$ cat src/rtl/forward_ctrl.sv
// forward_ctrl: EX-stage forwarding selects and IF/ID load-use stall control.
// Keeps a shadow copy of the destination fields for ID/EX, EX/MEM and MEM/WB.
// It advances in lockstep with the datapath pipeline registers.

// Per-operand forwarding select: EX/MEM beats MEM/WB, and $zero is never forwarded.
module fwd_sel (
    input  logic [4:0] src,
    input  logic [4:0] mem_rd,
    input  logic       mem_rw,
    input  logic [4:0] wb_rd,
    input  logic       wb_rw,
    output logic [1:0] sel
);
    // Pick the youngest matching producer; 2'b11 is never produced.
    always_comb begin
        sel = 2'b00;
        if (src != 5'd0) begin
            if (mem_rw && mem_rd == src)
                sel = 2'b10;
            else if (wb_rw && wb_rd == src)
                sel = 2'b01;
        end
    end
endmodule

module forward_ctrl (
    input  logic        clk_i,
    input  logic        rst_i,
    input  logic [4:0]  id_rs_i,
    input  logic [4:0]  id_rt_i,
    input  logic        id_use_rt_i,
    input  logic [4:0]  id_rd_i,
    input  logic        id_regwrite_i,
    input  logic        id_memread_i,
    input  logic        flush_i,
    output logic [1:0]  fwA_o,
    output logic [1:0]  fwB_o,
    output logic        stall_o,
    output logic        pc_write_o,
    output logic        ifid_write_o,
    output logic [15:0] stall_cnt_o
);
    typedef struct packed {
        logic [4:0] rs;
        logic [4:0] rt;
        logic [4:0] rd;
        logic       regwrite;
        logic       memread;
    } idex_t;

    idex_t       ex;
    idex_t       ex_nxt;
    logic [4:0]  mem_rd;
    logic        mem_regwrite;
    logic [4:0]  wb_rd;
    logic        wb_regwrite;
    logic [15:0] stall_cnt_q;

    // Operand sources for the instruction in EX: index 0 = A (rs), 1 = B (rt).
    logic [1:0][4:0] op_src;
    logic [1:0][1:0] op_sel;

    assign op_src[0] = ex.rs;
    assign op_src[1] = ex.rt;

    for (genvar g = 0; g < 2; g++) begin : g_op
        fwd_sel u_sel (
            .src    (op_src[g]),
            .mem_rd (mem_rd),
            .mem_rw (mem_regwrite),
            .wb_rd  (wb_rd),
            .wb_rw  (wb_regwrite),
            .sel    (op_sel[g])
        );
    end

    assign fwA_o = op_sel[0];
    assign fwB_o = op_sel[1];

    // Load-use detection against the load in EX; a squashed ID instruction never stalls.
    always_comb begin
        stall_o = 1'b0;
        if (!flush_i && ex.memread && ex.rd != 5'd0 &&
            (ex.rd == id_rs_i || (id_use_rt_i && ex.rd == id_rt_i)))
            stall_o = 1'b1;
    end

    assign pc_write_o   = ~stall_o;
    assign ifid_write_o = ~stall_o;
    assign stall_cnt_o  = stall_cnt_q;

    // Next ID/EX content: a bubble on stall or flush, else the decoded ID fields.
    always_comb begin
        ex_nxt          = '0;
        if (!stall_o && !flush_i) begin
            ex_nxt.rs       = id_rs_i;
            ex_nxt.rt       = id_use_rt_i ? id_rt_i : 5'd0;
            ex_nxt.rd       = id_rd_i;
            ex_nxt.regwrite = id_regwrite_i;
            ex_nxt.memread  = id_memread_i;
        end
    end

    // Shadow pipeline advance and saturating stall counter.
    always_ff @(posedge clk_i) begin
        if (rst_i) begin
            ex           <= '0;
            mem_rd       <= 5'd0;
            mem_regwrite <= 1'b0;
            wb_rd        <= 5'd0;
            wb_regwrite  <= 1'b0;
            stall_cnt_q  <= 16'd0;
        end else begin
            wb_rd        <= mem_rd;
            wb_regwrite  <= mem_regwrite;
            mem_rd       <= ex.rd;
            mem_regwrite <= ex.regwrite;
            ex           <= ex_nxt;
            if (stall_o && stall_cnt_q != 16'hFFFF)
                stall_cnt_q <= stall_cnt_q + 16'd1;
        end
    end
endmodule

$ cat config.mk
export PLATFORM = sky130hd
export DESIGN_NAME = forward_ctrl
export DESIGN_NICKNAME = d
export VERILOG_FILES = /design/src/rtl/forward_ctrl.sv
export SDC_FILE = /design/constraint.sdc
export NUM_CORES = 1
export LEC_CHECK = 0
export CORE_MARGIN = 3
export CORE_UTILIZATION = 46
export CTS_CLUSTER_SIZE = 24
export DETAILED_ROUTE_END_ITERATION = 10
export PLACE_DENSITY = 0.87
export SLEW_MARGIN = 15
export SYNTH_ARGS = -nofsm -noshare
export SYNTH_HDL_FRONTEND = slang
export SYNTH_SLANG_ARGS = --single-unit
export TNS_END_PERCENT = 10
$ cat constraint.sdc
create_clock -name clk_i -period 1.73 [get_ports clk_i]
set_input_delay 0.2595 -clock clk_i [delete_from_list [all_inputs] [get_ports clk_i]]
set_output_delay 0.2595 -clock clk_i [all_outputs]
set_load 0.005 [all_outputs]
==> results.py <==
metrics = {
    "grt": {
        "first_global_vias": 2072,
        "use_met3": 0.04514,
        "grt_use_met1": 0.2814,
        "grt_usage": 0.2411,
        "grt_max_degree": 33,
        "grt.overflow.total": 0,
        "grtUsageMet2": 0.4242,
        "busiest_layer": "met2",
        "antenna_found_initial": 0,
        "grt_pass1_wl_um": 9949,
    },
    "pwr": {
        "cellLeakagePower_uw": 0.001331,
        "p_per_area_mw_per_mm2": 644.2,
        "irDropWorstVdd_v": 0.0004629,
    },
    "clocking": {
        "numCtsBuffers": 5,
        "cts_tree": "built",
        "clk_pin_slew_ns": 0.09,
        "htreeDepth": 2,
        "clock_latency_ns": 0.31,
        "cts_max_path_buffers": 2,
        "root_buffer": "clkbuf_8",
        "cts_sinks": 45,
    },
    "timing": {
        "rsz0062_at_grt": "true",
        "fin_hold_ws_ns": 0.2615,
        "setup_viol": 27,
        "fin_skew_ns": 0.007000,
        "fmax_ghz": 0.5112,
        "max-slew-margin-rel": 0.6413,
        "hold_viol": 0,
        "finalWorstSetupSlack_ns": -0.2261,
        "fin_crit_sh": 1.131,
        "finalMaxSlewViolations": 0,
        "worst_pin_slew_ns": 0.5364,
        "finalCriticalPeriod_ns": 1.956,
    },
    "detailed_routing": {
        "wirelength_um": 6422,
        "first_pass_iters": 4,
        "wl_per_cell_um": 17.17,
        "drt_iter0_drc": 138,
        "drc": 0,
        "via_per_inst": 5.567,
        "drt.antenna.violating_nets": 0,
        "num_vias": 2082,
    },
    "placed_design": {
        "routabilityCongestion": 0.8433,
        "pre_cts_ws_ns": -0.5312,
        "place_hpwl_um": 3998,
        "io_buffer_count": 43,
    },
    "cells_and_area": {
        "diodes": 0,
        "area_delta_synth_final_pct": 57.85,
        "drive_gt1_frac": 0.3602,
        "nets": 343,
        "n_fill_cell": 276,
    },
    "yosys": {
        "ys_seq_area_frac": 0.4268,
        "ys_warn_count": 0,
        "async_reset_ff_frac": 0,
        "ys_ff_latch": 45,
        "syn_area_per_cell_um2": 9.423,
        "syn_nets": 246,
        "yosys_most_used_dff": "dfxtp_1",
        "synth_cell_types": 42,
        "synth-edff-count": 0,
        "postSynthCellCount": 224,
        "synth_area_mm2": 0.002111,
    },
    "critical_path": {
        "crit_chain": "buf_6 -> xor2_2 -> nor4_1 -> nand3_1 -> buf_4 -> nor2_1 -> buf_2",
        "endpoint_kind": "output pin",
        "cp_slowest_cell": "dfxtp_2",
        "cp-start-kind": "register",
        "path_class": "register to output pin",
        "worstPathMaxFanout": 3,
        "path_buf_inv": 3,
        "arrival_ns": 1.70,
        "cpPeakStageDelay_ns": 0.35,
        "cp_data_required_time_ns": 1.47,
        "crit_family": "simple AND/OR/NAND/NOR gates",
    },
    "die": {
        "core_mm2": 0.004384,
        "start_util": 0.4814,
        "row_count": 24,
        "dieWidth_um": 73.74,
        "die_h_um": 73.74,
        "io_pins": 44,
        "fp.dieArea_mm2": 0.005438,
    },
    "run": {
        "cap_violations": 0,
    },
    "hold_path": {
        "hold_path_class": "primary input to register",
    },
    "outcome": {
        "outcome": "finished, violations left",
        "violations": "setup timing",
    },
}
==> synthesized netlist by cell type, drive strengths merged, types with 3 or more instances <==
master	count	area, um2
clkbuf	5	18.77
and2	15	93.84
nand2b	3	18.77
nor4b	3	26.28
or4	12	93.84
buf	3	30.03
xor2	8	70.07
nand3	11	55.05
and3	8	50.05
a21oi	13	68.82
nor2	11	43.80
nand4	8	50.05
nand2	10	45.04
nor2b	15	93.84
o31ai	9	67.56
xnor2	22	192.7
dfxtp	45	900.9
==> per-layer routing <==
metal | wire length (um) | share of wire
met1 | 2589 | 0.40
met4 | 201 | 0.031
met2 | 3337 | 0.52
met5 | 0 | 0
met3 | 293 | 0.046
==> state kept, by name, summed over array words and instances, names as in the netlist <==
signal / count
ex: 17
mem_rd: 5
mem_regwrite: 1
stall_cnt_o: 16
wb_rd: 5
wb_regwrite: 1
==> final cells by class <==
cell class | count | area [um2] | share of cell area
clock buffers | 5 | 68.82 | 0.02065
flip-flops and latches | 45 | 929.6 | 0.2790
repair buffers | 98 | 874.6 | 0.2625
multi-input cells | 169 | 1340 | 0.4022
well taps | 52 | 65.06 | 0.01953
clock inverters | 3 | 46.29 | 0.01389
inverters | 2 | 7.507 | 0.002253
==> final timing paths <==
path                   start  cells past startpoint  slack [ns]              end
setup / recovery   mem_rd[2]                      7       -0.23         fwB_o[1]
hold / removal    id_rt_i[3]                      2        0.26           ex[10]
setup reg to reg       ex[3]                      6       -0.13  stall_cnt_o[13]
hold reg to reg        ex[1]                      1        0.48     mem_regwrite
==> cell usage in the layout, fill, tap and decap left out, types with 2 or more instances in the layout <==
cell type	synthesis	layout
dfxtp_2	0	14
dfxtp_4	0	3
nand2b_1	3	3
a21oi_1	12	10
a21oi_2	1	2
clkdlybuf4s50_1	0	26
mux2_4	1	2
xor2_2	0	2
xnor2_2	0	7
nor2_1	10	9
nor4b_4	0	2
dlygate4sd2_1	0	9
nor2b_1	15	15
and4_1	2	2
dfxtp_1	45	28
o31ai_1	9	9
buf_12	0	2
nand3_1	11	11
nand2_1	9	9
or4_4	1	3
and3_1	8	8
buf_6	2	12
xnor2_1	22	15
nand4_1	8	8
buf_4	1	43
xor2_1	8	6
clkbuf_8	0	5
and2_1	15	14
buf_2	0	4
or4_1	11	9
nor4_1	2	2
==> stage by stage <==
stage            util  std cells  cell area (um2)  setup TNS, ns  total power [uW]
2_1_floorplan       -        224             2132       -0.01944              1194
3_3_place_gp   0.6692        355             2934         -13.99              1287
3_5_place_dp   0.6692        355             2934         -16.12              1295
4_1_cts        0.7317        370             3208         -1.413              2115
5_1_grt        0.7600        374             3332         -5.039              2209
6_report       0.7600        374             3332         -2.326              2146
==> repair_timing <==
action,CTS,global route
hold buffers,0,0
buffers inserted,8,4
setup endpoints to repair,39,40
pin swaps,37,17
resized for setup,71,24
==> where the power goes <==
group	internal (uW)	switching, uW
Sequential	1050	26.5
Combinational	136	104
Clock	432	392
==> logic make-up (layout without fill, tap and decap cells) <==
kind of cell,Yosys count,in the layout,share of synthesized area
simple gates,103,103,0.2946
flops,45,45,0.4268
compound gates,32,32,0.1043
xor+xnor,30,30,0.1245
buf+inv,10,108,0.02668
mux,3,3,0.01719
fa+ha+maj,1,1,0.005927
(Power assumes the default switching activity.)
